File: src/rtl/spell_pkg.sv
// Shared constants and types for the spell memory arbiter: memory type codes,
// grant encodings and the arbiter state enum.
package spell_pkg;

   localparam logic [1:0] MemoryTypeCode = 2'b00;
   localparam logic [1:0] MemoryTypeData = 2'b01;

   localparam logic [1:0] GRANT_NONE = 2'b00;
   localparam logic [1:0] GRANT_CORE = 2'b01;
   localparam logic [1:0] GRANT_HOST = 2'b10;

   typedef enum logic [1:0] {
      ARB_IDLE   = 2'b00,
      ARB_ACCESS = 2'b01,
      ARB_GAP    = 2'b10
   } arb_state_t;

endpackage

File: src/rtl/spell_arb_watchdog.sv
// Access watchdog: counts enabled cycles from zero and flags expiry when the
// count reaches the limit; clear returns the count to zero.
module spell_arb_watchdog (
   input  logic       clock,
   input  logic       reset,
   input  logic       clear,
   input  logic       enable,
   input  logic [7:0] limit,
   output logic       expired
);

   logic [7:0] count_r;

   // Cycle counter, parked at the limit so it never wraps
   always_ff @(posedge clock) begin
      if (reset) begin
         count_r <= 8'h00;
      end else if (clear) begin
         count_r <= 8'h00;
      end else if (enable && !expired) begin
         count_r <= count_r + 8'h01;
      end else begin
         count_r <= count_r;
      end
   end

   assign expired = enable && (count_r == limit);

endmodule

File: src/rtl/spell_mem_arbiter.sv
// Two-requester arbiter (spell core / host loader) in front of spell_mem_dff.
// Define SPELL_MEM_ARB_RR_EN for round-robin tie resolution; otherwise the host wins ties.
module spell_mem_arbiter
   import spell_pkg::*;
#(
   parameter int TIMEOUT_CYCLES = 255,
   parameter int GAP_CYCLES     = 1
) (
   input  logic       clock,
   input  logic       reset,
   input  logic       core_select,
   input  logic [7:0] core_addr,
   input  logic [7:0] core_wdata,
   input  logic [1:0] core_type,
   input  logic       core_write,
   output logic       core_ready,
   input  logic       host_select,
   input  logic [7:0] host_addr,
   input  logic [7:0] host_wdata,
   input  logic [1:0] host_type,
   input  logic       host_write,
   output logic       host_ready,
   output logic [7:0] rd_data,
   output logic [1:0] grant,
   output logic       err_timeout,
   output logic       mem_select,
   output logic [7:0] mem_addr,
   output logic [7:0] mem_wdata,
   output logic [1:0] mem_type,
   output logic       mem_write,
   input  logic [7:0] mem_rdata,
   input  logic       mem_ready
);

   localparam logic [7:0] WD_LIMIT = 8'(TIMEOUT_CYCLES - 1);
   localparam logic [1:0] GAP_LOAD = 2'(GAP_CYCLES - 1);

   arb_state_t state_r, state_s;
   logic [1:0] gap_cnt_r, gap_cnt_s;
   logic       host_win_s, wd_expired_s, in_access_s;
   logic       mem_select_s, mem_write_s, core_ready_s, host_ready_s, err_timeout_s;
   logic [7:0] mem_addr_s, mem_wdata_s, rd_data_s;
   logic [1:0] mem_type_s, grant_s;
`ifdef SPELL_MEM_ARB_RR_EN
   logic       rr_host_r, rr_host_s;
`endif

   assign in_access_s = (state_r == ARB_ACCESS);

   spell_arb_watchdog u_watchdog (
      .clock   (clock),
      .reset   (reset),
      .clear   (!in_access_s),
      .enable  (in_access_s),
      .limit   (WD_LIMIT),
      .expired (wd_expired_s)
   );

   // Winner selection; a lone requester always wins
   always_comb begin
      host_win_s = host_select;
`ifdef SPELL_MEM_ARB_RR_EN
      if (host_select && core_select) begin
         host_win_s = !rr_host_r;
      end else begin
         host_win_s = host_select;
      end
`endif
   end

   // Next-state and next-output logic
   always_comb begin
      state_s       = state_r;
      gap_cnt_s     = gap_cnt_r;
      mem_select_s  = mem_select;
      mem_addr_s    = mem_addr;
      mem_wdata_s   = mem_wdata;
      mem_type_s    = mem_type;
      mem_write_s   = mem_write;
      core_ready_s  = 1'b0;
      host_ready_s  = 1'b0;
      rd_data_s     = rd_data;
      grant_s       = grant;
      err_timeout_s = err_timeout;
`ifdef SPELL_MEM_ARB_RR_EN
      rr_host_s     = rr_host_r;
`endif
      case (state_r)
         ARB_IDLE: begin
            if (host_select || core_select) begin
               state_s      = ARB_ACCESS;
               mem_select_s = 1'b1;
               if (host_win_s) begin
                  mem_addr_s  = host_addr;
                  mem_wdata_s = host_wdata;
                  mem_type_s  = host_type;
                  mem_write_s = host_write;
                  grant_s     = GRANT_HOST;
               end else begin
                  mem_addr_s  = core_addr;
                  mem_wdata_s = core_wdata;
                  mem_type_s  = core_type;
                  mem_write_s = core_write;
                  grant_s     = GRANT_CORE;
               end
`ifdef SPELL_MEM_ARB_RR_EN
               rr_host_s = host_win_s;
`endif
            end else begin
               state_s = ARB_IDLE;
            end
         end
         ARB_ACCESS: begin
            // mem_ready beats the watchdog when both land on the same cycle
            if (mem_ready || wd_expired_s) begin
               state_s      = ARB_GAP;
               gap_cnt_s    = GAP_LOAD;
               mem_select_s = 1'b0;
               mem_write_s  = 1'b0;
               core_ready_s = grant[0];
               host_ready_s = grant[1];
               if (mem_ready) begin
                  rd_data_s = mem_rdata;
               end else begin
                  rd_data_s     = 8'h00;
                  err_timeout_s = 1'b1;
               end
            end else begin
               state_s = ARB_ACCESS;
            end
         end
         ARB_GAP: begin
            if (gap_cnt_r == 2'd0) begin
               state_s = ARB_IDLE;
            end else begin
               gap_cnt_s = gap_cnt_r - 2'd1;
            end
         end
         default: begin
            state_s      = ARB_IDLE;
            mem_select_s = 1'b0;
            mem_write_s  = 1'b0;
         end
      endcase
   end

   // State and registered outputs
   always_ff @(posedge clock) begin
      if (reset) begin
         state_r     <= ARB_IDLE;
         gap_cnt_r   <= 2'd0;
         mem_select  <= 1'b0;
         mem_addr    <= 8'h00;
         mem_wdata   <= 8'h00;
         mem_type    <= 2'b00;
         mem_write   <= 1'b0;
         core_ready  <= 1'b0;
         host_ready  <= 1'b0;
         rd_data     <= 8'h00;
         grant       <= GRANT_NONE;
         err_timeout <= 1'b0;
`ifdef SPELL_MEM_ARB_RR_EN
         rr_host_r   <= 1'b1;
`endif
      end else begin
         state_r     <= state_s;
         gap_cnt_r   <= gap_cnt_s;
         mem_select  <= mem_select_s;
         mem_addr    <= mem_addr_s;
         mem_wdata   <= mem_wdata_s;
         mem_type    <= mem_type_s;
         mem_write   <= mem_write_s;
         core_ready  <= core_ready_s;
         host_ready  <= host_ready_s;
         rd_data     <= rd_data_s;
         grant       <= grant_s;
         err_timeout <= err_timeout_s;
`ifdef SPELL_MEM_ARB_RR_EN
         rr_host_r   <= rr_host_s;
`endif
      end
   end

endmodule

File: config.mk
export PLATFORM = sky130hd
export DESIGN_NAME = spell_mem_arbiter
export DESIGN_NICKNAME = d
export VERILOG_FILES = /design/src/rtl/spell_pkg.sv /design/src/rtl/spell_arb_watchdog.sv /design/src/rtl/spell_mem_arbiter.sv
export SDC_FILE = /design/constraint.sdc
export NUM_CORES = 1
export LEC_CHECK = 0
export ABC_AREA = 1
export CAP_MARGIN = 15
export CORE_ASPECT_RATIO = 2
export CORE_MARGIN = 4
export CORE_UTILIZATION = 30
export CTS_BUF_LIST = sky130_fd_sc_hd__clkbuf_16
export DETAILED_ROUTE_END_ITERATION = 8
export PLACE_DENSITY_LB_ADDON = 0.15
export SYNTH_ARGS = -nofsm -noshare
export SYNTH_HDL_FRONTEND = slang
export SYNTH_SLANG_ARGS = --single-unit
export TNS_END_PERCENT = 10
File: constraint.sdc
create_clock -name clock -period 4 [get_ports clock]
set_input_delay 0.4 -clock clock [delete_from_list [all_inputs] [get_ports clock]]
set_output_delay 0.4 -clock clock [all_outputs]
set_load 0.01 [all_outputs]
---- After elaboration in Yosys (flattened, before gate mapping) ----
Index checks and enable logic that the tools add are counted.
word-level totals
  flip-flop bits (word level) ............. 45
  bits in latches ......................... 0
  memory bits (writable) .................. 0
  memory bits (read-only) ................. 0
  bits of input ports ..................... 51
  output and inout bits ................... 33
  word-level logic and storage cells ...... 59
  memories kept ........................... 0
cells by class
  $add $sub $neg .......................... 2
  $mul .................................... 0
  divide/modulo/power cells ............... 0
  magnitude comparators ................... 0
  equality and inequality tests ........... 7
  shift-type cells ........................ 0
  multiplexer cells ....................... 18
  bitwise operators ....................... 4
  reductions and logical operators ........ 15
operators by type and width
  operator               number
  $mux W8                3
  $mux W2                6
  $reduce_and A3 Y1      3
  $add A8 B1 Y8 const B  1
  $eq A8 B8 Y1 const B   1
  $ne A2 B2 Y1 const B   4
  $pmux W1 S3            2
  $pmux W2 S3            1
  $mux W1                5
  $logic_not A2 Y1       2
  $not A1 Y1             4
  $pmux W2 S2            1
  $reduce_and A2 Y1      2
  $reduce_or A3 Y1       1
  $eq A2 B1 Y1 const B   1
  $eq A2 B2 Y1 const B   1
  $logic_and A1 B1 Y1    2
  $logic_or A1 B1 Y1     2
  $reduce_bool A2 Y1     1
  $reduce_or A2 Y1       1
  $sub A2 B1 Y2 const B  1
  $logic_not A1 Y1       1

---- Logic depth before layout (Yosys ltp) ----
  depth in word-level cells ............... 5
  gate-level depth with buffers ........... 9
  depth with buffers taken out ............ 9

---- Modules after synthesis ----
From an unflattened synthesis, not the netlist that was laid out.
unflattened totals
  cell total of the unflattened synthesis .. 330
  area, all modules ....................... 2255.9 µm²
modules (own cells, without submodules)
  module              instances  cells each  area each (µm²)  seq. area each (µm²)
  spell_mem_arbiter   1          237         1710.4           740.7
  spell_arb_watchdog  1          93          545.5            160.2

---- Least setup slack after synthesis ----
No wires, ideal clock.
  kind .................................... reg-to-reg
  from .................................... register u_watchdog.count_r[0]
  to ...................................... register rd_data[0]
  library setup time ...................... 134 ps
  data arrival time ....................... 1137 ps
  required time ........................... 3866 ps
  path slack .............................. 2729 ps
  stages on the path, launching flop included .. 10
  path buffers ............................ 0
  clock period less this slack ............ 1271 ps
  cell sequence ........................... dfxtp_1 -> inv_1 -> ha_1 -> nand2_1 -> nor2_1 -> nand2_2 -> nand2_1 -> nand2_2 -> nand2_1 -> a21oi_1
between the ends
  word-level cells in the longest chain between the ends .. 4
ends and longest elaborated chain
  item                         RTL line                  RTL
  start, declared              spell_arb_watchdog.sv:12  logic [7:0] count_r;
  start signal, assigned       spell_arb_watchdog.sv:21  count_r <= count_r + 8'h01;
  start signal, assigned       spell_arb_watchdog.sv:23  count_r <= count_r;
  $eq A8 B8 Y1                 spell_arb_watchdog.sv:27  assign expired = enable && (count_r == limit);
  $logic_and A1 B1 Y1          spell_arb_watchdog.sv:27
  $logic_or A1 B1 Y1           spell_mem_arbiter.sv:115  if (mem_ready || wd_expired_s) begin
  $reduce_and A2 Y1 (no line)  --
  end signal, assigned         spell_mem_arbiter.sv:175  rd_data <= rd_data_s;
  end, declared                spell_mem_arbiter.sv:23   output logic [7:0] rd_data,
Every way passes these cells.
A chain may end at the register's enable or synchronous reset.

---- Worst setup path after layout ----
  from .................................... input port host_select
  to ...................................... register mem_write
between the ends
  word-level cells in the longest chain between the ends .. 3
  elaborated cells on any way between the ends .. 6
  those cells by class .................... 1 x eq/ne; 3 x mux; 2 x reduce/logical
ends and longest elaborated chain
  item                                                     RTL line                                          RTL
  start, declared                                          spell_mem_arbiter.sv:17                           input logic host_select,
  $mux W1 / $logic_or A1 B1 Y1 (equally long branches)     spell_mem_arbiter.sv:93, spell_mem_arbiter.sv:90
  $mux W1 / $ne A2 B2 Y1 (equally long branches)           --
  $pmux W1 S3 / $reduce_and A3 Y1 (equally long branches)  --
  end signal, assigned                                     spell_mem_arbiter.sv:172                          mem_write <= mem_write_s;
  end, declared                                            spell_mem_arbiter.sv:30                           output logic mem_write,
Several ways; a longest one is shown, not always the timed one. The select of a mux whose other input is x is not followed.

==> results by group <==
Global routing
  • GR Util met3: 3.77%
  • GRT overflow: 0
  • Total track usage: 14.6%
  • First-pass GRT wire length: 9.32 mm
  • Met1 Usage GRT: between 10 and 15%
  • M2 GR Usage: 28.0%
  • Busiest metal layer after global routing: met2
  • Number of global-route vias before repair: 1919
  • Largest net degree at the start of global routing: 25
  • Antenna violations before repair: 0

Worst setup path
  • Flop-to-flop setup slack: between 2 and 2.5 ns
  • Slowest stage delay, CP: 0.80 ns
  • Critical path class: in -> reg
  • Kind of end point of the critical path: flop
  • Reg2reg end: grant[1]
  • Delay-heaviest family, CP: simple AND/OR/NAND/NOR gates
  • Worst Path Buf+Inv: 3
  • Startpoint Class: input pin
  • Critical Path AT: 2.37 ns
  • Crit path depth: 7
  • Worst path slowest cell: nor2_2
  • WP data required: 4.21 ns
  • R2R Path Start: state_r[1]
  • Critical path peak fanout: 21
  • FF-to-FF path depth: 6
  • CP cell instances: clkdlybuf4s50_1, inv_1, nor2_2, nand2_1, nand2_1, inv_1, a21oi_1

Logic synthesis
  • Synthesized instance count: 270
  • Post-synthesis sequential area ratio: between 40% and 50%
  • Post-synth ARST share: 0%
  • Mean Syn Cell Area: 7.64 µm²
  • Synthesized cell area: 0.00206 mm²
  • Primary FF master, synth: dfxtp_1
  • Synthesis-stage register bit count: 45
  • Synthesized Nets: 324
  • EDFF count, synth: 0
  • Yosys cell types: 28
  • Syn. warnings: 0

Die
  • Die width: between 60 and 70 µm
  • Die footprint: 0.00834 mm²
  • Starting Density: between 30 and 40%
  • Boundary Pins: 84
  • Die H: about 130 µm
  • Rows: 42
  • Core area: 0.00667 mm²

Worst hold path
  • Hold Crit Depth: 2
  • Min-Delay Path Class: reg -> reg
  • Worst hold start: rd_data[5]
  • Worst hold path endpoint: rd_data[5]

Pwr
  • Power per standard cell area: slightly above 400 mW/mm²
  • Switching part of the total: a little over a quarter
  • Sequential power share: 41.0%
  • P_sw: 0.326 mW
  • Pleak: 1.12 nW
  • Comb pwr share: 21.8%
  • Clock Power Share: 37.2%
  • IR Drop Worst-Case VDD: around 0.38 mV
  • Pint: 0.905 mW

Cells and area
  • Sequential cell area: 901 µm²
  • Fraction of layout instances using a drive strength above 1: 8.00%
  • Area of the multi-input gates: about 940 µm²
  • Layout Nets: 403
  • Synthesis-to-layout area growth: 47.1%
  • Fillers: 704
  • # diodes: 0

Timing
  • Final WS setup: around 1.8 ns
  • Slew Limit Fails: 0
  • Worst slew pin tran: roughly 0.85 ns
  • Final Cycle Share: between 50% and 60%
  • Final hold vios: 0
  • Setup tns final: 0 ns
  • Clock Skew: 0.00299 ns
  • Finish-stage setup viols: 0
  • Final min period: between 2 and 2.5 ns
  • Max frequency: 0.463 GHz
  • Unrepaired setup endpoints after global routing: no
  • Hold_ws: 0.459 ns
  • Max-slew headroom: 43.2%

Drt
  • Remaining DRCs: 0
  • DR vias: 1969
  • TritonRoute pass-1 iters: 4
  • Routed vias/inst: approximately 4.5
  • WL per Instance: 13.4 µm
  • Antenna viol nets, final: 0
  • Detailed Route WL: a little under 6 mm
  • DRT iter0 DRCs: 64

Flow run
  • Max_cap viols: 0

Place
  • Placer congestion estimate: approximately 0.80
  • Port Buf Inserts: 83
  • Pre-CTS WS: 1.51 ns
  • DP HPWL: around 4.4 mm

CTS
  • Root Driver: clkbuf_16
  • Hold-fix buffers, CTS: 0
  • Clock sinks: 45
  • Clk pin slew, worst setup/hold paths: 0.06 ns
  • CTS tree: done
  • Clk buf depth: 2
  • Post-CTS Resized: 0
  • TritonCTS Buffers: 5
  • Postcts setup bufs: 0
  • H-tree depth: 2
  • Worst skew pair latency: 0.29 ns

Run status
  • Status: finished clean
==> cells by family (layout without fill, tap and decap cells) <==
| group | Yosys count | count (layout) | share of synthesized area (%) |
|---|---|---|---|
| adder cells (fa/ha/maj) | 3 | 3 | 1.82 |
| AO/OA/AOI/OAI | 43 | 43 | 11.9 |
| XOR/XNOR | 3 | 3 | 1.27 |
| buffers and inverters | 33 | 113 | 10.6 |
| flip-flops | 45 | 45 | 43.7 |
| AND/OR/NAND/NOR | 143 | 143 | 30.7 |
==> Yosys cell counts, drive strengths merged (3+ instances only) <==
| cell type | number | area, µm² |
|---|---|---|
| nand2 | 96 | 370 |
| buf | 5 | 58.8 |
| a21oi | 20 | 104 |
| inv | 20 | 75.1 |
| clkbuf | 7 | 80.1 |
| dfxtp | 45 | 901 |
| o21ai | 3 | 15.0 |
| nand3 | 24 | 145 |
| nor2 | 19 | 88.8 |
| xor2 | 3 | 26.3 |
| a31oi | 19 | 119 |
| ha | 3 | 37.5 |
==> stage by stage <==
step	cell area [µm²]	power, mW	instances	util, %
floorplan	2060	0.667	270	-
global placement	2870	0.787	430	43.0
detailed placement	2870	0.788	430	43.0
CTS	3030	1.25	438	45.5
global route	3030	1.30	438	45.5
finish	3030	1.23	438	45.5
==> worst min-delay path, stage by stage, from the launching register on <==
cell and delay, ns:
dfxtp_1 0.31, nand2_1 0.06, a21oi_1 0.05
==> registers in the layout, indices dropped and copies added (netlist names), 2 cells and up <==
name and cells:
mem_addr 8, state_r 2, grant 2, mem_wdata 8
mem_type 2, u_watchdog.count_r 8, rd_data 8, gap_cnt_r 2
==> cell type report <==
type                       instances  area share (%)
clock buffer                       5            4.12
clock inverter                     3            1.24
inverter                          21            2.64
multi-input combinational        192            31.1
sequential                        45            29.7
tap                               88            3.63
timing repair buffer              84            27.6
==> power groups by stage <==
| stage | Combinational (mW) | Sequential [mW] | Clock, mW |
|---|---|---|---|
| after detailed placement | 0.273 | 0.514 | 0 |
| after CTS | 0.274 | 0.505 | 0.472 |
| after global placement | 0.273 | 0.514 | 0 |
| final | 0.269 | 0.505 | 0.458 |
| after floorplan | 0.141 | 0.526 | 0 |
| after global routing | 0.296 | 0.509 | 0.491 |
==> worst max-delay path by stage <==
stage	from	endpoint	slack, ns
after floorplan	u_watchdog.count_r[0]	rd_data[0]	2.73
after global placement	host_select	mem_write	1.55
after detailed placement	host_select	mem_write	1.51
after CTS	host_select	mem_write	1.80
after global routing	host_select	mem_write	1.59
final	host_select	mem_write	1.84
==> layout by cell type, fill, tap and decap left out, drive strengths merged <==
master	synthesis	final
nor2	19	19
a31oi	19	19
inv	20	21
xor2	3	3
and3	1	1
buf	5	1
ha	3	3
a21oi	20	20
clkinv	1	2
nand3	24	24
clkdlybuf4s50	0	83
a211oi	1	1
clkbuf	7	5
dfxtp	45	45
bufinv	0	1
nor3	1	1
nand4	1	1
o21ai	3	3
nand2	96	96
or2	1	1
==> routing by layer <==
| metal | vias to the layer above | wire (µm) |
|---|---|---|
| met5 | - | 0 |
| met4 | 0 | 93 |
| met3 | 5 | 298 |
| met2 | 59 | 3340 |
| met1 | 876 | 2120 |
| li1 | 1029 | - |
Power figures use the tool's default switching activity.
